`config.mk`:
```
export PLATFORM = sky130hd
export DESIGN_NAME = alu_issue_flat
export DESIGN_NICKNAME = d
export VERILOG_FILES = /design/src/rtl/alu_issue_if.sv /design/src/rtl/alu_issue.sv /design/src/flat_wrapper.sv
export SDC_FILE = /design/constraint.sdc
export NUM_CORES = 1
export LEC_CHECK = 0
export ABC_AREA = 1
export CAP_MARGIN = 20
export CORE_ASPECT_RATIO = 0.75
export CORE_MARGIN = 3
export CORE_UTILIZATION = 43
export CTS_CLUSTER_DIAMETER = 150
export DETAILED_ROUTE_END_ITERATION = 8
export DONT_BUFFER_PORTS = 1
export GPL_TIMING_DRIVEN = 0
export PLACE_DENSITY = 0.67
export SLEW_MARGIN = 15
export SYNTH_ARGS = -nofsm -noshare
export SYNTH_HDL_FRONTEND = slang
export SYNTH_SLANG_ARGS = --single-unit
```
`constraint.sdc`:
```
create_clock -name clk -period 1.91 [get_ports clk]
set_input_delay 0 -clock clk [delete_from_list [all_inputs] [get_ports clk]]
set_output_delay 0 -clock clk [all_outputs]
set_load 0.1 [all_outputs]
```
`src/rtl/alu_issue_if.sv`:
```
// alu_issue_if: issue, ALU operand/result, register-load and debug signals.
// master = instruction source / ALU / debug side, slave = alu_issue.
interface alu_issue_if;
    logic       in_valid;
    logic       in_ready;
    logic [2:0] in_oc;
    logic [2:0] in_dst;
    logic [2:0] in_src1;
    logic [2:0] in_src2;
    logic [2:0] alu_oc;
    logic [3:0] alu_a;
    logic [3:0] alu_b;
    logic [3:0] alu_f;
    logic       ld_en;
    logic [2:0] ld_addr;
    logic [3:0] ld_data;
    logic [2:0] dbg_addr;
    logic [3:0] dbg_data;
    logic       done;
    logic       err;

    modport master (
        output in_valid, in_oc, in_dst, in_src1, in_src2,
        output alu_f, ld_en, ld_addr, ld_data, dbg_addr,
        input  in_ready, alu_oc, alu_a, alu_b,
        input  dbg_data, done, err
    );

    modport slave (
        input  in_valid, in_oc, in_dst, in_src1, in_src2,
        input  alu_f, ld_en, ld_addr, ld_data, dbg_addr,
        output in_ready, alu_oc, alu_a, alu_b,
        output dbg_data, done, err
    );
endinterface

```
`src/rtl/alu_issue.sv`:
```
// alu_issue: 8x4 register file plus IDLE/READ/EXEC/WB issue FSM that feeds
// a downstream combinational ALU and writes its result back.
// Ports: clk, rst (async, active high), bus (alu_issue_if.slave).
// Option: define ALU_ISSUE_DIV_TRAP_EN to trap divide-by-zero (err pulse,
// no writeback); otherwise err is 0 and the ALU result is written as-is.
module alu_issue #(
    parameter logic [3:0] RF_RESET_VAL = 4'h0
) (
    input  logic        clk,
    input  logic        rst,
    alu_issue_if.slave  bus
);
    typedef enum logic [1:0] {
        IDLE = 2'd0,
        READ = 2'd1,
        EXEC = 2'd2,
        WB   = 2'd3
    } state_t;

    state_t     state;
    logic       rdy_q;
    logic       done_q;
    logic       err_q;
    logic [2:0] oc_q;
    logic [2:0] dst_q;
    logic [2:0] src1_q;
    logic [2:0] src2_q;
    logic [2:0] alu_oc_q;
    logic [3:0] alu_a_q;
    logic [3:0] alu_b_q;
    logic [3:0] res_q;
    logic [3:0] rf [8];
    logic       trap;

`ifdef ALU_ISSUE_DIV_TRAP_EN
    assign trap = (alu_oc_q == 3'b011) && (alu_b_q == 4'd0);
`else
    assign trap = 1'b0;
`endif

    assign bus.in_ready = rdy_q;
    assign bus.done     = done_q;
    assign bus.err      = err_q;
    assign bus.alu_oc   = alu_oc_q;
    assign bus.alu_a    = alu_a_q;
    assign bus.alu_b    = alu_b_q;
    assign bus.dbg_data = rf[bus.dbg_addr];

    always_ff @(posedge clk or posedge rst) begin
        if (rst) begin
            state    <= IDLE;
            rdy_q    <= 1'b1;
            done_q   <= 1'b0;
            err_q    <= 1'b0;
            oc_q     <= 3'd0;
            dst_q    <= 3'd0;
            src1_q   <= 3'd0;
            src2_q   <= 3'd0;
            alu_oc_q <= 3'd0;
            alu_a_q  <= 4'd0;
            alu_b_q  <= 4'd0;
            res_q    <= 4'd0;
        end else begin
            done_q <= 1'b0;
            err_q  <= 1'b0;
            unique case (state)
                IDLE: begin
                    // rdy_q is high in IDLE, so in_valid alone completes
                    // the handshake here.
                    if (bus.in_valid) begin
                        oc_q   <= bus.in_oc;
                        dst_q  <= bus.in_dst;
                        src1_q <= bus.in_src1;
                        src2_q <= bus.in_src2;
                        rdy_q  <= 1'b0;
                        state  <= READ;
                    end
                end
                READ: begin
                    alu_oc_q <= oc_q;
                    alu_a_q  <= rf[src1_q];
                    alu_b_q  <= rf[src2_q];
                    state    <= EXEC;
                end
                EXEC: begin
                    res_q  <= bus.alu_f;
                    done_q <= 1'b1;
                    err_q  <= trap;
                    state  <= WB;
                end
                WB: begin
                    rdy_q <= 1'b1;
                    state <= IDLE;
                end
                default: state <= IDLE;
            endcase
        end
    end

    // The writeback assignment comes last so it overrides a load to the
    // same address at the same edge. err_q is high only in a trapped WB.
    always_ff @(posedge clk or posedge rst) begin
        if (rst) begin
            for (int i = 0; i < 8; i++) begin
                rf[i] <= RF_RESET_VAL;
            end
        end else begin
            if (bus.ld_en) begin
                rf[bus.ld_addr] <= bus.ld_data;
            end
            if (state == WB && !err_q) begin
                rf[dst_q] <= res_q;
            end
        end
    end
endmodule

```
`src/flat_wrapper.sv`:
```
// flat-port wrapper written by rule: the top's interface ports become plain ports
module alu_issue_flat 
#(
    parameter logic [3:0] RF_RESET_VAL = 4'h0
)
  (clk, rst, bus_in_valid, bus_in_oc, bus_in_dst, bus_in_src1, bus_in_src2, bus_alu_f, bus_ld_en, bus_ld_addr, bus_ld_data, bus_dbg_addr, bus_in_ready, bus_alu_oc, bus_alu_a, bus_alu_b, bus_dbg_data, bus_done, bus_err);
  alu_issue_if bus_i ();
  input  logic clk;
  input  logic rst;
  input wire logic [$bits(bus_i.in_valid)-1:0] bus_in_valid;
  input wire logic [$bits(bus_i.in_oc)-1:0] bus_in_oc;
  input wire logic [$bits(bus_i.in_dst)-1:0] bus_in_dst;
  input wire logic [$bits(bus_i.in_src1)-1:0] bus_in_src1;
  input wire logic [$bits(bus_i.in_src2)-1:0] bus_in_src2;
  input wire logic [$bits(bus_i.alu_f)-1:0] bus_alu_f;
  input wire logic [$bits(bus_i.ld_en)-1:0] bus_ld_en;
  input wire logic [$bits(bus_i.ld_addr)-1:0] bus_ld_addr;
  input wire logic [$bits(bus_i.ld_data)-1:0] bus_ld_data;
  input wire logic [$bits(bus_i.dbg_addr)-1:0] bus_dbg_addr;
  output wire logic [$bits(bus_i.in_ready)-1:0] bus_in_ready;
  output wire logic [$bits(bus_i.alu_oc)-1:0] bus_alu_oc;
  output wire logic [$bits(bus_i.alu_a)-1:0] bus_alu_a;
  output wire logic [$bits(bus_i.alu_b)-1:0] bus_alu_b;
  output wire logic [$bits(bus_i.dbg_data)-1:0] bus_dbg_data;
  output wire logic [$bits(bus_i.done)-1:0] bus_done;
  output wire logic [$bits(bus_i.err)-1:0] bus_err;
  assign bus_i.in_valid = bus_in_valid;
  assign bus_i.in_oc = bus_in_oc;
  assign bus_i.in_dst = bus_in_dst;
  assign bus_i.in_src1 = bus_in_src1;
  assign bus_i.in_src2 = bus_in_src2;
  assign bus_i.alu_f = bus_alu_f;
  assign bus_i.ld_en = bus_ld_en;
  assign bus_i.ld_addr = bus_ld_addr;
  assign bus_i.ld_data = bus_ld_data;
  assign bus_i.dbg_addr = bus_dbg_addr;
  assign bus_in_ready = bus_i.in_ready;
  assign bus_alu_oc = bus_i.alu_oc;
  assign bus_alu_a = bus_i.alu_a;
  assign bus_alu_b = bus_i.alu_b;
  assign bus_dbg_data = bus_i.dbg_data;
  assign bus_done = bus_i.done;
  assign bus_err = bus_i.err;
  alu_issue #(.RF_RESET_VAL(RF_RESET_VAL)) u_core (.clk(clk), .rst(rst), .bus(bus_i));
endmodule
```
==> results.toml, run 1 <==
[run_status]
outcome = "finished clean"

[placement]
gp_congestion = 0.961
placed_area_um2 = 3940
port-buffer-count = 0
place_hpwl_mm = 8.73
post-place-ws_ps = 223

[floorplan]
rows = 28
die_x_um = 114
dieHeight_um = 87.3
core_um2 = 8230
design.portCount = 48
floorplan.initialDensity_pct = 46.0
fp.dieArea_um2 = 9980

[cells_and_area]
syn_to_final_growth_pct = 19.1
seq_area_um2 = 1580
diodes = 0
drive_above_1_share_pct = 9.62
final_cell_mix = "nand2_1, nand3_1, dfrtp_1, inv_1, o21ai_0"
final_common_cell = "nand2_1"
final_area_um2 = 4510
layout.nets = 612
fill_cells = 790
postLayoutCoreUtil_pct = 54.8
multi_input_area_um2 = 1860

[synthesis]
syn_area_per_cell_um2 = 7.03
yosys_warnings = 0
ys_ff_latch = 63
synth_cell_type_count = 27
syn-num-nets = 574
synth_cells = 539
ys_seq_area_share_pct = 41.6
netlist_area_um2 = 3790

[worst_setup_path]
arrival_ps = 1920
ff2ff_path_depth = 7
reg2reg_from = "u_core.state[0]"
required_ps = 2120
r2r_slack_ps = 190
crit_path_end_kind = "register"
path_class = "reg -> reg"
crit_path_max_fanout = 8
worst_setup_path_start_kind = "register"
reg2reg_to = "u_core.rf[27]"

[timing]
rsz0062_at_grt = "false"
setup_viol = 0
fin_skew_ps = 8.61
tightestPinTransition_ps = 921
fin_crit_sh_pct = 89.9
finalMaxSlewViolations = 0
slew-limit-headroom_pct = 38.6
fin_ws_ps = 193
final.min_clock_period_ps = 1720
hold_violations = 0
max_freq_mhz = 582
timing.hold.ws_ps = 16.4

[power]
power.internal_w = 0.00411
power.switching_w = 0.00457
power_frac_seq_pct = 39.0
vdd.ir_drop.worst_v = 0.00138
p_leak_nw = 2.30
power_switching_share_pct = 52.7
p_per_area_nw_per_um2 = 1920
combPwrFrac_pct = 42.2
p_clk_share_pct = 18.8

[route]
ant_nets = 0
first_iter_violations = 369
dr_total_vias = 3723
firstDrtPassIters = 5
avgViaCountPerCell = 5.42
drt_wl_total_mm = 12.1
drc_errors = 0
wire_per_inst_um = 17.6

[global_routing]
grtUsageMet2_pct = 38.4
grt_busiest_layer = "met2"
grt_start_max_net_pins = 43
grt_pass1_wl_mm = 19.4
grt_pass1_vias = 3627
overflow = 0
grtUsageTotal_pct = 25.8
grtUsageMet3_pct = 5.97
antenna_found_initial = 0
grt.met1_usage_pct = 37.3

[hold_path]
hold_start = "bus_ld_addr[2]"
hold-path-endpoint = "u_core.rf[9]"
hold_depth = 5
hp-class = "in -> reg"

[cts]
tritoncts = "built"
worst_skew_pair.late_latency_ps = 330
cts_max_level = 3
cts.sinks = 63
cts_root_buf = "clkbuf_16"
cts_buffer_depth = 2
clkTransAtPathRegs_ps = 60
numCtsBuffers = 9

[job]
maxCapViolations = 0
[final cells by class]
type                    count  share of cell area [%]
plain buffers              20                    2.27
clock buffers               9                    4.99
clock inverters             7                    1.55
inverters                  69                    5.94
multi-input cells         387                    41.1
flip-flops and latches     63                    35.0
well taps                 105                    2.91
repair buffers             27                    6.21
[through the flow]
step           total power, W  setup TNS [ps]  std cells
2_1_floorplan         0.00583               0        539
3_3_place_gp          0.00681          -21030        644
3_5_place_dp          0.00689               0        645
4_1_cts               0.00862               0        687
5_1_grt               0.00932               0        687
6_report              0.00868               0        687
[state kept, by name, indices dropped and copies added, names as in the netlist]
name / cells
u_core.src1_q: 3
u_core.bus.in_ready: 1
u_core.bus.alu_b: 4
u_core.dst_q: 3
u_core.rf: 32
u_core.res_q: 4
u_core.src2_q: 3
u_core.state: 2
u_core.bus.done: 1
u_core.oc_q: 3
u_core.bus.alu_oc: 3
u_core.bus.alu_a: 4
[worst max path at each step]
stage / startpoint / end / slack [ps] / depth (start not counted)
6_report: u_core.state[0] / u_core.rf[27] / 190 / 7
2_1_floorplan: rst / u_core.bus.alu_a[0] / 340 / 1
5_1_grt: u_core.state[0] / u_core.src2_q[1] / 8 / 7
4_1_cts: u_core.rf[10] / bus_dbg_data[2] / 20 / 6
3_3_place_gp: rst / u_core.rf[18] / -350 / 1
3_5_place_dp: u_core.state[1] / u_core.src2_q[1] / 220 / 7
[critical path, stage by stage (launching register included)]
cell and delay (ps):
dfrtp_1 370, ha_1 180, nand2_1 50, inv_1 110, nand2_2 120, o211ai_1 110, dlygate4sd3_1 570, o21ai_0 70
[layer usage]
metal	up-vias	routed length, µm
met3	18	1060
met5	-	0
met1	1740	5670
met2	155	5130
met4	0	223
li1	1810	-
[power groups by stage]
stage               logic, W  registers [W]  clock network (W)
global route         0.00414        0.00347            0.00172
finish               0.00366        0.00339            0.00163
CTS                  0.00358        0.00338            0.00166
detailed placement   0.00349        0.00341                  0
floorplan            0.00258        0.00325                  0
global placement     0.00343        0.00338                  0
[kinds of logic (layout without fill, tap and decap cells)]
kind of cell	Yosys count	in the layout	share of synthesized area, %
AO/OA/AOI/OAI	107	107	15.2
other	1	1	0.0990
AND/OR/NAND/NOR	274	274	31.7
flip-flops	63	63	41.6
adder cells (fa/ha/maj)	5	5	1.65
buffers and inverters	89	132	9.71
[cell usage after synthesis]
library cell  count  area [µm²]
o21ai_0          59         295
inv_1            61         229
nor3_1            3        15.0
nand3_1          64         320
buf_4             5        37.5
nand2_4           5        56.3
a31oi_1           1        6.26
o22ai_1           3        18.8
nand2_1         187         702
clkbuf_1          8        30.0
buf_2             7        35.0
dfstp_2           1        26.3
nor2_4            3        33.8
ha_1              5        62.6
clkinv_2          1        5.00
o211ai_1         14         105
o21ai_1           9        45.0
nor2_8            1        20.0
nand2_2           4        25.0
dfrtp_1          62        1550
a21oi_1          21         105
clkinv_1          2        7.51
nor2_1            6        22.5
inv_2             4        15.0
clkinv_4          1        8.76
conb_1            1        3.75
nor2_2            1        6.26
[timing repair]
action / CTS / global route
hold buffers: 26 / 0
buffers inserted: 0 / 0
setup endpoints to repair: 0 / 5
hold endpoints to repair: 105 / 0
resized for setup: 0 / 5
No activity file was read; power rests on OpenSTA's default activity.
==> run 2: changes to the inputs <==
RECOVER_POWER = 100   (was not set)
==> run 2 against run 1 <==
Against the previous run:
- clock skew about the same
- total power down 0.26%
- via count up 0.16%
- wire length down 0.16%
- sequential share of layout area up 0.18 points
==> results.toml, run 2 (same netlist as run 1, synthesis figures left out) <==
[cts]
clkTransAtPathRegs_ps = 60
cts_max_level = 3
tritoncts = "built"
cts_root_buf = "clkbuf_16"
cts_buffer_depth = 2
cts_setup_buffers = 0
cts.sinks = 63
numCtsBuffers = 9
worst_skew_pair.late_latency_ps = 330

[worst_setup_path]
crit_path_end_kind = "register"
required_ps = 2120
arrival_ps = 1920
worst_setup_path_start_kind = "register"
crit_path_max_fanout = 8
path_class = "reg -> reg"

[global_routing]
grtUsageMet2_pct = 38.4
grt_pass1_wl_mm = 19.4
grtUsageMet3_pct = 5.97
antenna_found_initial = 0
grt_start_max_net_pins = 43
grt_pass1_vias = 3627
grtUsageTotal_pct = 25.8
grt.met1_usage_pct = 37.3
grt_busiest_layer = "met2"
overflow = 0

[power]
p_per_area_nw_per_um2 = 1930
power_frac_seq_pct = 39.0
combPwrFrac_pct = 42.1
p_leak_nw = 2.28
power.internal_w = 0.00409
p_clk_share_pct = 18.9
power.switching_w = 0.00457
power_switching_share_pct = 52.7
vdd.ir_drop.worst_v = 0.00135

[floorplan]
die_x_um = 114
design.portCount = 48
floorplan.initialDensity_pct = 46.0
rows = 28
dieHeight_um = 87.3
fp.dieArea_um2 = 9980
core_um2 = 8230

[cells_and_area]
final_common_cell = "nand2_1"
final_cell_mix = "nand2_1, nand3_1, o21ai_0, dfrtp_1, inv_1"
largest_reg_flops = 32
diodes = 0
drive_above_1_share_pct = 9.11
instances_no_fill = 687
regMostFlops = "u_core.rf"
syn_to_final_growth_pct = 18.5
layout.nets = 612

[route]
dr_total_vias = 3729
drc_errors = 0
drt_wl_total_mm = 12.1
wire_per_inst_um = 17.6
avgViaCountPerCell = 5.43
ant_nets = 0
firstDrtPassIters = 5
first_iter_violations = 371

[timing]
fin_skew_ps = 8.49
final.min_clock_period_ps = 1720
setup_viol = 0
hold_violations = 0
max_freq_mhz = 583
fin_crit_sh_pct = 89.8
finalMaxSlewViolations = 0
fin_ws_ps = 194
slew-limit-headroom_pct = 36.1
rsz0062_at_grt = "false"
tightestPinTransition_ps = 953

[placement]
port-buffer-count = 0
numPlacedInstances = 645
post-place-ws_ps = 223
place_hpwl_mm = 8.73
gp_congestion = 0.961

[job]
maxCapViolations = 0

[run_status]
outcome = "finished clean"

[hold_path]
hp-class = "in -> reg"
==> run 2: path summary, 6_finish.rpt <==
path | from | cells past startpoint | endpoint | slack (ps)
setup / recovery | u_core.state[0] | 7 | u_core.rf[27] | 190
hold / removal | bus_ld_addr[2] | 3 | u_core.rf[3] | 30
setup reg to reg | u_core.state[0] | 7 | u_core.rf[27] | 190
hold reg to reg | u_core.oc_q[2] | 2 | u_core.bus.alu_oc[2] | 480
max in group asynchronous | rst | 3 | u_core.rf[19] | 500
min in group asynchronous | rst | 2 | u_core.oc_q[2] | 280
==> run 2: timing repair <==
action,CTS,global route
hold buffers,26,0
resized for setup,0,5
endpoints found under the setup margin,0,5
endpoints found under the hold margin,105,0
==> run 2: power by group through the flow <==
stage	clock, W	sequential (W)	combinational, W
floorplan	0	0.00325	0.00258
global placement	0	0.00338	0.00343
detailed placement	0	0.00341	0.00349
CTS	0.00166	0.00338	0.00358
global route	0.00172	0.00346	0.00413
finish	0.00163	0.00338	0.00365
==> run 2: routing by layer <==
| metal | vias to the layer above | wire, µm |
|---|---|---|
| met3 | 21 | 1100 |
| met4 | 0 | 250 |
| li1 | 1810 | - |
| met2 | 163 | 5070 |
| met5 | - | 0 |
| met1 | 1735 | 5640 |
==> run 2: cell type report <==
cell class                      instances  area (µm²)
Clock buffer                            9         225
Sequential cell                        63        1580
Clock inverter                          7        70.1
Tap cell                              105         131
Fill cell                             794        3740
Inverter                               69         267
Timing Repair Buffer                   27         268
Multi-Input combinational cell        387        1850
Buffer                                 20         101
==> run 2: critical path, cell delays in order (launching register included) <==
cell and delay (ps):
dfrtp_1 370, ha_1 180, nand2_1 50, inv_1 110, nand2_2 120, o211ai_1 110, dlygate4sd3_1 570, o21ai_0 70
==> run 2: per-stage QoR <==
step                      area [µm²]  total power [W]  hold WS [ps]  utilization [%]  TNS (ps)
after floorplan                 3790          0.00583           110                -         0
after global placement          3920          0.00681           115             47.6    -21030
after detailed placement        3940          0.00689          -149             47.9         0
after CTS                       4500          0.00862         0.615             54.6         0
after global routing            4490          0.00930          50.2             54.5         0
final                           4490          0.00866          27.2             54.5         0
